`src/rtl/unidade_controle_rodadas.sv`:
```
// unidade_controle_rodadas: Moore FSM for the memory game with progressive rounds and a per-play timeout.
module unidade_controle_rodadas #(
    parameter int TIMEOUT = 5000
) (
    input  logic       clock,
    input  logic       reset,
    input  logic       iniciar,
    input  logic       jogada,
    input  logic       igual,
    input  logic       fimE,
    input  logic       enderecoIgualL,
    input  logic       fimL,
    input  logic       modo,
    input  logic       timeout_en,
    output logic       zeraE,
    output logic       contaE,
    output logic       zeraL,
    output logic       contaL,
    output logic       zeraR,
    output logic       registraR,
    output logic       acertou,
    output logic       errou,
    output logic       timeout,
    output logic       pronto,
    output logic [3:0] db_estado
);
    localparam int TW = $clog2(TIMEOUT);

    typedef enum logic [3:0] {
        INICIAL        = 4'h0,
        PREPARACAO     = 4'h1,
        INICIA_RODADA  = 4'h2,
        ESPERA         = 4'h3,
        REGISTRA       = 4'h4,
        COMPARACAO     = 4'h5,
        PROXIMO        = 4'h6,
        PROXIMA_RODADA = 4'h7,
        ESGOTADO       = 4'hC,
        ERROU          = 4'hD,
        ACERTOU        = 4'hF
    } estado_t;

    estado_t       estado, proximo;
    logic [TW-1:0] tcnt;
    logic          modo_q, tmo_en_q;

    always_ff @(posedge clock or posedge reset) begin
        if (reset) estado <= INICIAL;
        else       estado <= proximo;
    end

    // tcnt only counts while staying in ESPERA, so every play gets a fresh budget
    always_ff @(posedge clock or posedge reset) begin
        if (reset) begin
            tcnt     <= '0;
            modo_q   <= 1'b0;
            tmo_en_q <= 1'b0;
        end else begin
            tcnt <= (estado == ESPERA && proximo == ESPERA) ? tcnt + TW'(1) : '0;
            if (estado == PREPARACAO) begin
                modo_q   <= modo;
                tmo_en_q <= timeout_en;
            end
        end
    end

    always_comb begin
        proximo = INICIAL;
        case (estado)
            INICIAL:        proximo = iniciar ? PREPARACAO : INICIAL;
            PREPARACAO:     proximo = INICIA_RODADA;
            INICIA_RODADA:  proximo = ESPERA;
            ESPERA:         proximo = jogada ? REGISTRA :
                                      (tmo_en_q && tcnt == TW'(TIMEOUT - 1)) ? ESGOTADO : ESPERA;
            REGISTRA:       proximo = COMPARACAO;
            COMPARACAO:     proximo = !igual ? ERROU :
                                      !modo_q ? (fimE ? ACERTOU : PROXIMO) :
                                      !enderecoIgualL ? PROXIMO :
                                      fimL ? ACERTOU : PROXIMA_RODADA;
            PROXIMO:        proximo = ESPERA;
            PROXIMA_RODADA: proximo = INICIA_RODADA;
            ESGOTADO:       proximo = iniciar ? PREPARACAO : ESGOTADO;
            ERROU:          proximo = iniciar ? PREPARACAO : ERROU;
            ACERTOU:        proximo = iniciar ? PREPARACAO : ACERTOU;
            default:        proximo = INICIAL;
        endcase
    end

    always_comb begin
        zeraE     = estado inside {INICIAL, PREPARACAO, INICIA_RODADA};
        zeraL     = estado inside {INICIAL, PREPARACAO};
        zeraR     = estado inside {INICIAL, PREPARACAO};
        contaE    = estado == PROXIMO;
        contaL    = estado == PROXIMA_RODADA;
        registraR = estado == REGISTRA;
        acertou   = estado == ACERTOU;
        errou     = estado == ERROU;
        timeout   = estado == ESGOTADO;
        pronto    = estado inside {ACERTOU, ERROU, ESGOTADO};
        db_estado = estado inside {INICIAL, PREPARACAO, INICIA_RODADA, ESPERA, REGISTRA, COMPARACAO,
                                   PROXIMO, PROXIMA_RODADA, ESGOTADO, ERROU, ACERTOU} ? estado : 4'hE;
    end
endmodule

```
`config.mk`:
```
export PLATFORM = sky130hd
export DESIGN_NAME = unidade_controle_rodadas
export DESIGN_NICKNAME = d
export VERILOG_FILES = /design/src/rtl/unidade_controle_rodadas.sv
export SDC_FILE = /design/constraint.sdc
export NUM_CORES = 1
export LEC_CHECK = 0
export CORE_MARGIN = 2
export CORE_UTILIZATION = 44
export CTS_CLUSTER_SIZE = 16
export DETAILED_ROUTE_END_ITERATION = 8
export GPL_TIMING_DRIVEN = 1
export PLACE_DENSITY = 0.75
export SETUP_SLACK_MARGIN = 0.3
export SYNTH_ARGS = -nofsm -noshare
export SYNTH_HDL_FRONTEND = slang
export SYNTH_SLANG_ARGS = --single-unit
```
`constraint.sdc`:
```
create_clock -name clock -period 1.8 [get_ports clock]
set_input_delay 0.36 -clock clock [delete_from_list [all_inputs] [get_ports clock]]
set_output_delay 0.36 -clock clock [all_outputs]
set_load 0.01 [all_outputs]
```
# Word-level counts from Yosys, hierarchy flattened
# Cells that the tools add are included.
[word_totals]
n_memories = 0
latchBits = 0
ff_bits = 19
ramBits = 0
romBits = 0
input_bits = 10
[op_classes]
addsub = 1
n_mul = 0
muxes = 14
div = 0
n_reduce_logical = 9
n_shift = 0
n_bitwise = 0
n_eq_ne = 12
magnitude_cmp = 0
[op_table]
columns = ["op", "n"]
rows = [
  ["4-bit two-way mux", 11],
  ["4-bit case mux with 9 select lines", 1],
  ["4-bit by 3-bit == test with 1-bit output (second input constant)", 4],
  ["13-bit by 1-bit adder with 13-bit output (second input constant)", 1],
  ["13-bit == test (second input constant)", 1],
  ["13-bit two-way mux", 1],
  ["4-bit by 2-bit == test with 1-bit output (second input constant)", 3],
  ["4-bit == test (second input constant)", 3],
  ["11-bit nonzero test", 1],
  ["3-bit nonzero test", 2],
  ["4-bit by 1-bit == test with 1-bit output (second input constant)", 1],
  ["4-bit zero test", 1],
  ["2-bit OR reduction", 2],
  ["1-bit logical AND", 2],
  ["2-bit nonzero test", 1],
  ["1-bit two-way mux", 1],
]

# Longest topological paths before layout
[depth]
word_depth = 8
mapped_depth = 6
mapped_depth_nobuf = 5

# Least setup slack after synthesis
# No wires, ideal clock.
[synth_path]
path_kind = "register to register"
from = "reg tcnt[4]"
to = "reg tcnt[10]"
t_required_ns = 1.681
setup_slack_ns = 0.099
path_stages_with_launch = 6
arrival_ns = 1.582
setup_time_ns = 0.119
path_buffers = 1
path_cell_list = "dfrtp_1 or4b_1 nor4_2 or2_4 buf_6 nor2_1"
[synth_via]
elab_chain_cells = 8
elab_cells_between_ends = 9
classes_between = "add/sub: 1; eq/ne: 2; mux: 4; reduce/logical: 2"
[synth_lines]
columns = ["element", "line_no", "rtl"]
rows = [
  ["from (decl)", "44", "logic [TW-1:0] tcnt;"],
  ["from (signal assigned)", "59", "tcnt <= (estado == ESPERA && proximo == ESPERA) ? tcnt + TW'(1) : '0;"],
  ["13-bit == test", "74", "(tmo_en_q && tcnt == TW'(TIMEOUT - 1)) ? ESGOTADO : ESPERA;"],
  ["1-bit logical AND", "74", ""],
  ["4-bit two-way mux", "74", ""],
  ["4-bit two-way mux", "73", "ESPERA: proximo = jogada ? REGISTRA :"],
  ["4-bit case mux with 9 select lines", "69", "case (estado)"],
  ["4-bit by 2-bit == test with 1-bit output", "59", ""],
  ["1-bit logical AND", "59", ""],
  ["13-bit two-way mux (*)", "59", ""],
]
# Every way passes the cells marked *; elsewhere a longest branch is shown, timed or not.
# A chain may end at the register's enable or synchronous reset.

# Final worst setup path
[layout_path]
from = "reg tcnt[11]"
to = "reg tcnt[10]"
[layout_via]
elab_chain_cells = 8
[layout_lines]
columns = ["element", "line_no"]
rows = [
  ["13-bit == test", "74"],
  ["1-bit logical AND", "74"],
  ["4-bit two-way mux", "74"],
  ["4-bit two-way mux", "73"],
  ["4-bit case mux with 9 select lines", "69"],
  ["4-bit by 2-bit == test with 1-bit output", "59"],
  ["1-bit logical AND", "59"],
  ["13-bit two-way mux", "59"],
]
# Every way passes these cells.

==> metrics <==
Sink Count 19; Fillers about 140; worst slew pin tran roughly 300 ps; vias in the first global route between 900 and 1,000; initial antenna violation count 0; TritonCTS clock tree built; worst-path fanout max 12; Net Count, Synth roughly 130; antenna cell count 0; WS Path Type flop to flop; outcome completed; gpl congestion 0.8863; DR WL/cell between 15 and 20 microns; DP Wirelength approximately 1800 microns; Initial Util 47.61%; Post-synth EDFFs 0; Cell Pwr Density 1236 nW/um^2; vias approximately 1,100; crit path time final about 1800 ps; Hold Crit Class input pin to async pin; setup TNS 0 ps; pre-CTS WS slightly above 30 ps; GRT Residual Overflow 0; final worst setup slack roughly 13 ps; IO buf count 23; register-to-register path setup slack 10 ps; RSZ-0062 raised after global routing true; global-route wire length before repair 4698 microns; initial detailed-routing violation count 32; Max IR drop VDD roughly 0.99 mV; area grow syn2layout 65.73%; Nets ~190; setup violators final 0; critical path startpoint category flop; clock buffer count from CTS 3; count of cell types in the netlist 32; Seq/Total Area, Yosys around 44%; largest net degree at the start of global routing 20; top achievable clock speed around 560 MHz; layout cells sized above 1 roughly half; number of I/O pins 24; H-tree levels 1; YS warnings 0; clk root buf clkbuf_4; Rel. slew slack between 80 and 90%; CTS Hold Buffers Added 0; average size of a mapped cell 8.799 sq um; period utilization roughly 100%; Rows 17; Crit. End Element flop; die span in y ~53 microns; required time of the critical path roughly 2000 ps; Clock Skew 6.775 ps; Core Area roughly 2300 sq um; routed vias/inst about 5.4; synthesized flop and latch total 19; cell count after synthesis 122; Slew Viols, Final 0; max-cap violation count 0; routed wire length between 3000 and 4000 microns; leak pwr 0.8008 nW; fin util 78.91%; die area between 2000 and 3000 sq um; Critical R2R Launch tcnt[11]$_DFF_PP0_; Skew-Pair Late Insertion Delay 290 ps; clk buf depth 2; Worst Path Arrival 1970 ps; CP Launch Point tcnt[11]$_DFF_PP0_; width of the die about 53 microns; predominant post-synthesis flop cell dfrtp_1; cell area after synthesis around 1100 sq um; router iterations before antenna repair 4; Async S/R FF share, synth 100.0%; GRT Total Usage a little under a quarter; Fin. Hold Viols 0; ANT nets after route 0; clock-pin slew on the worst setup and hold paths roughly 90 ps; PnR Total Power between 2 and 2.5 mW; number of remaining DRC errors 0; final instance area about 1800 sq um; Placed Area approximately 1400 sq um
==> registers in the layout, summed over array words and instances (netlist names) <==
| name | flops |
|---|---|
| tmo_en_q | 1 |
| tcnt | 13 |
| estado | 4 |
| modo_q | 1 |
==> layer usage <==
layer	part of all wire [%]	GRT usage [%]	vias up
li1	-	-	533
met1	43	31.60	541
met2	49	37.24	42
met3	5.0	5.932	10
met4	2.4	5.983	0
met5	0	0	-
==> synthesized netlist by cell type (2+ instances only) <==
cell type | count | area share (%)
nor2_1 | 23 | 8.0
dfrtp_1 | 19 | 44
nand2_1 | 11 | 3.8
inv_1 | 8 | 2.8
nor3_1 | 8 | 3.7
xnor2_1 | 8 | 6.5
o21ai_0 | 5 | 2.3
clkbuf_1 | 4 | 1.4
nand3_1 | 3 | 1.4
nand4_1 | 3 | 1.7
xor2_1 | 3 | 2.4
a211o_1 | 2 | 1.6
and2_1 | 2 | 1.2
mux2_2 | 2 | 2.1
nand2b_1 | 2 | 1.2
o311ai_0 | 2 | 1.6
or4b_1 | 2 | 1.9
==> worst max-delay path, cell delays in order, from the launching register on <==
cell and delay [ps]:
dfrtp_1 390, or4b_4 550, nor4_4 330, or2_4 220, buf_12 140, nor2_1 40
==> where the power goes <==
group	internal, mW	total [mW]	switching [mW]
sequential	0.498	0.565	0.0667
clock	0.0862	0.200	0.114
combinational	0.800	1.43	0.634
total	1.38	2.20	0.814
==> area by class of cell <==
type                            instances  area, sq um  share of cell area [%]
Multi-Input combinational cell         88        651.9                   36.64
Timing Repair Buffer                   62        548.0                   30.80
Inverter                                8        40.04                   2.250
Sequential cell                        19        478.0                   26.86
Clock buffer                            4        26.28                   1.477
Tap cell                               28        35.03                   1.969
==> path summary, 6_finish.rpt <==
path                       cells after the start                   to
setup / recovery                               5   tcnt[10]$_DFF_PP0_
min in group clock                             1    tcnt[0]$_DFF_PP0_
hold / removal                                 3  estado[1]$_DFF_PP0_
hold reg to reg                                1    tcnt[0]$_DFF_PP0_
max in group asynchronous                      3  estado[0]$_DFF_PP0_
setup reg to reg                               5   tcnt[10]$_DFF_PP0_
==> stage by stage <==
step                      hold slack [ps]  std cells
after global routing                398.1        209
after floorplan                     311.1        122
after CTS                           386.6        201
final                               376.8        209
after detailed placement            465.2        179
after global placement              441.2        179
==> cell families after synthesis <==
| logic type | share of synthesized area [%] |
|---|---|
| and+or+nand+nor | 27.74 |
| buffers and inverters | 6.410 |
| muxes | 2.098 |
| xor gates and xnor gates | 8.975 |
| DFF | 44.29 |
| AOI/OAI and AO/OA | 9.324 |
| adders and majority gates | 1.165 |
==> placed cells by master (no fill, tap or decap), types with 3 or more instances in the layout <==
master,n
nand4_1,3
clkbuf_4,3
xnor2_1,8
clkdlybuf4s50_1,9
nor3_2,3
dfrtp_1,17
buf_2,9
buf_4,26
inv_1,5
nor2_1,16
nor2_2,6
nand2_1,7
buf_6,15
nand3_1,3
xor2_1,3
nand2_4,4
nor3_1,5
==> what timing repair did <==
item,4_1_cts,5_1_grt
setup buffers,18,8
hold endpoints to repair,0,0
gates resized for setup,87,28
setup endpoints to repair,30,29
pin swaps,7,10
Power figures use the tool's default switching activity.
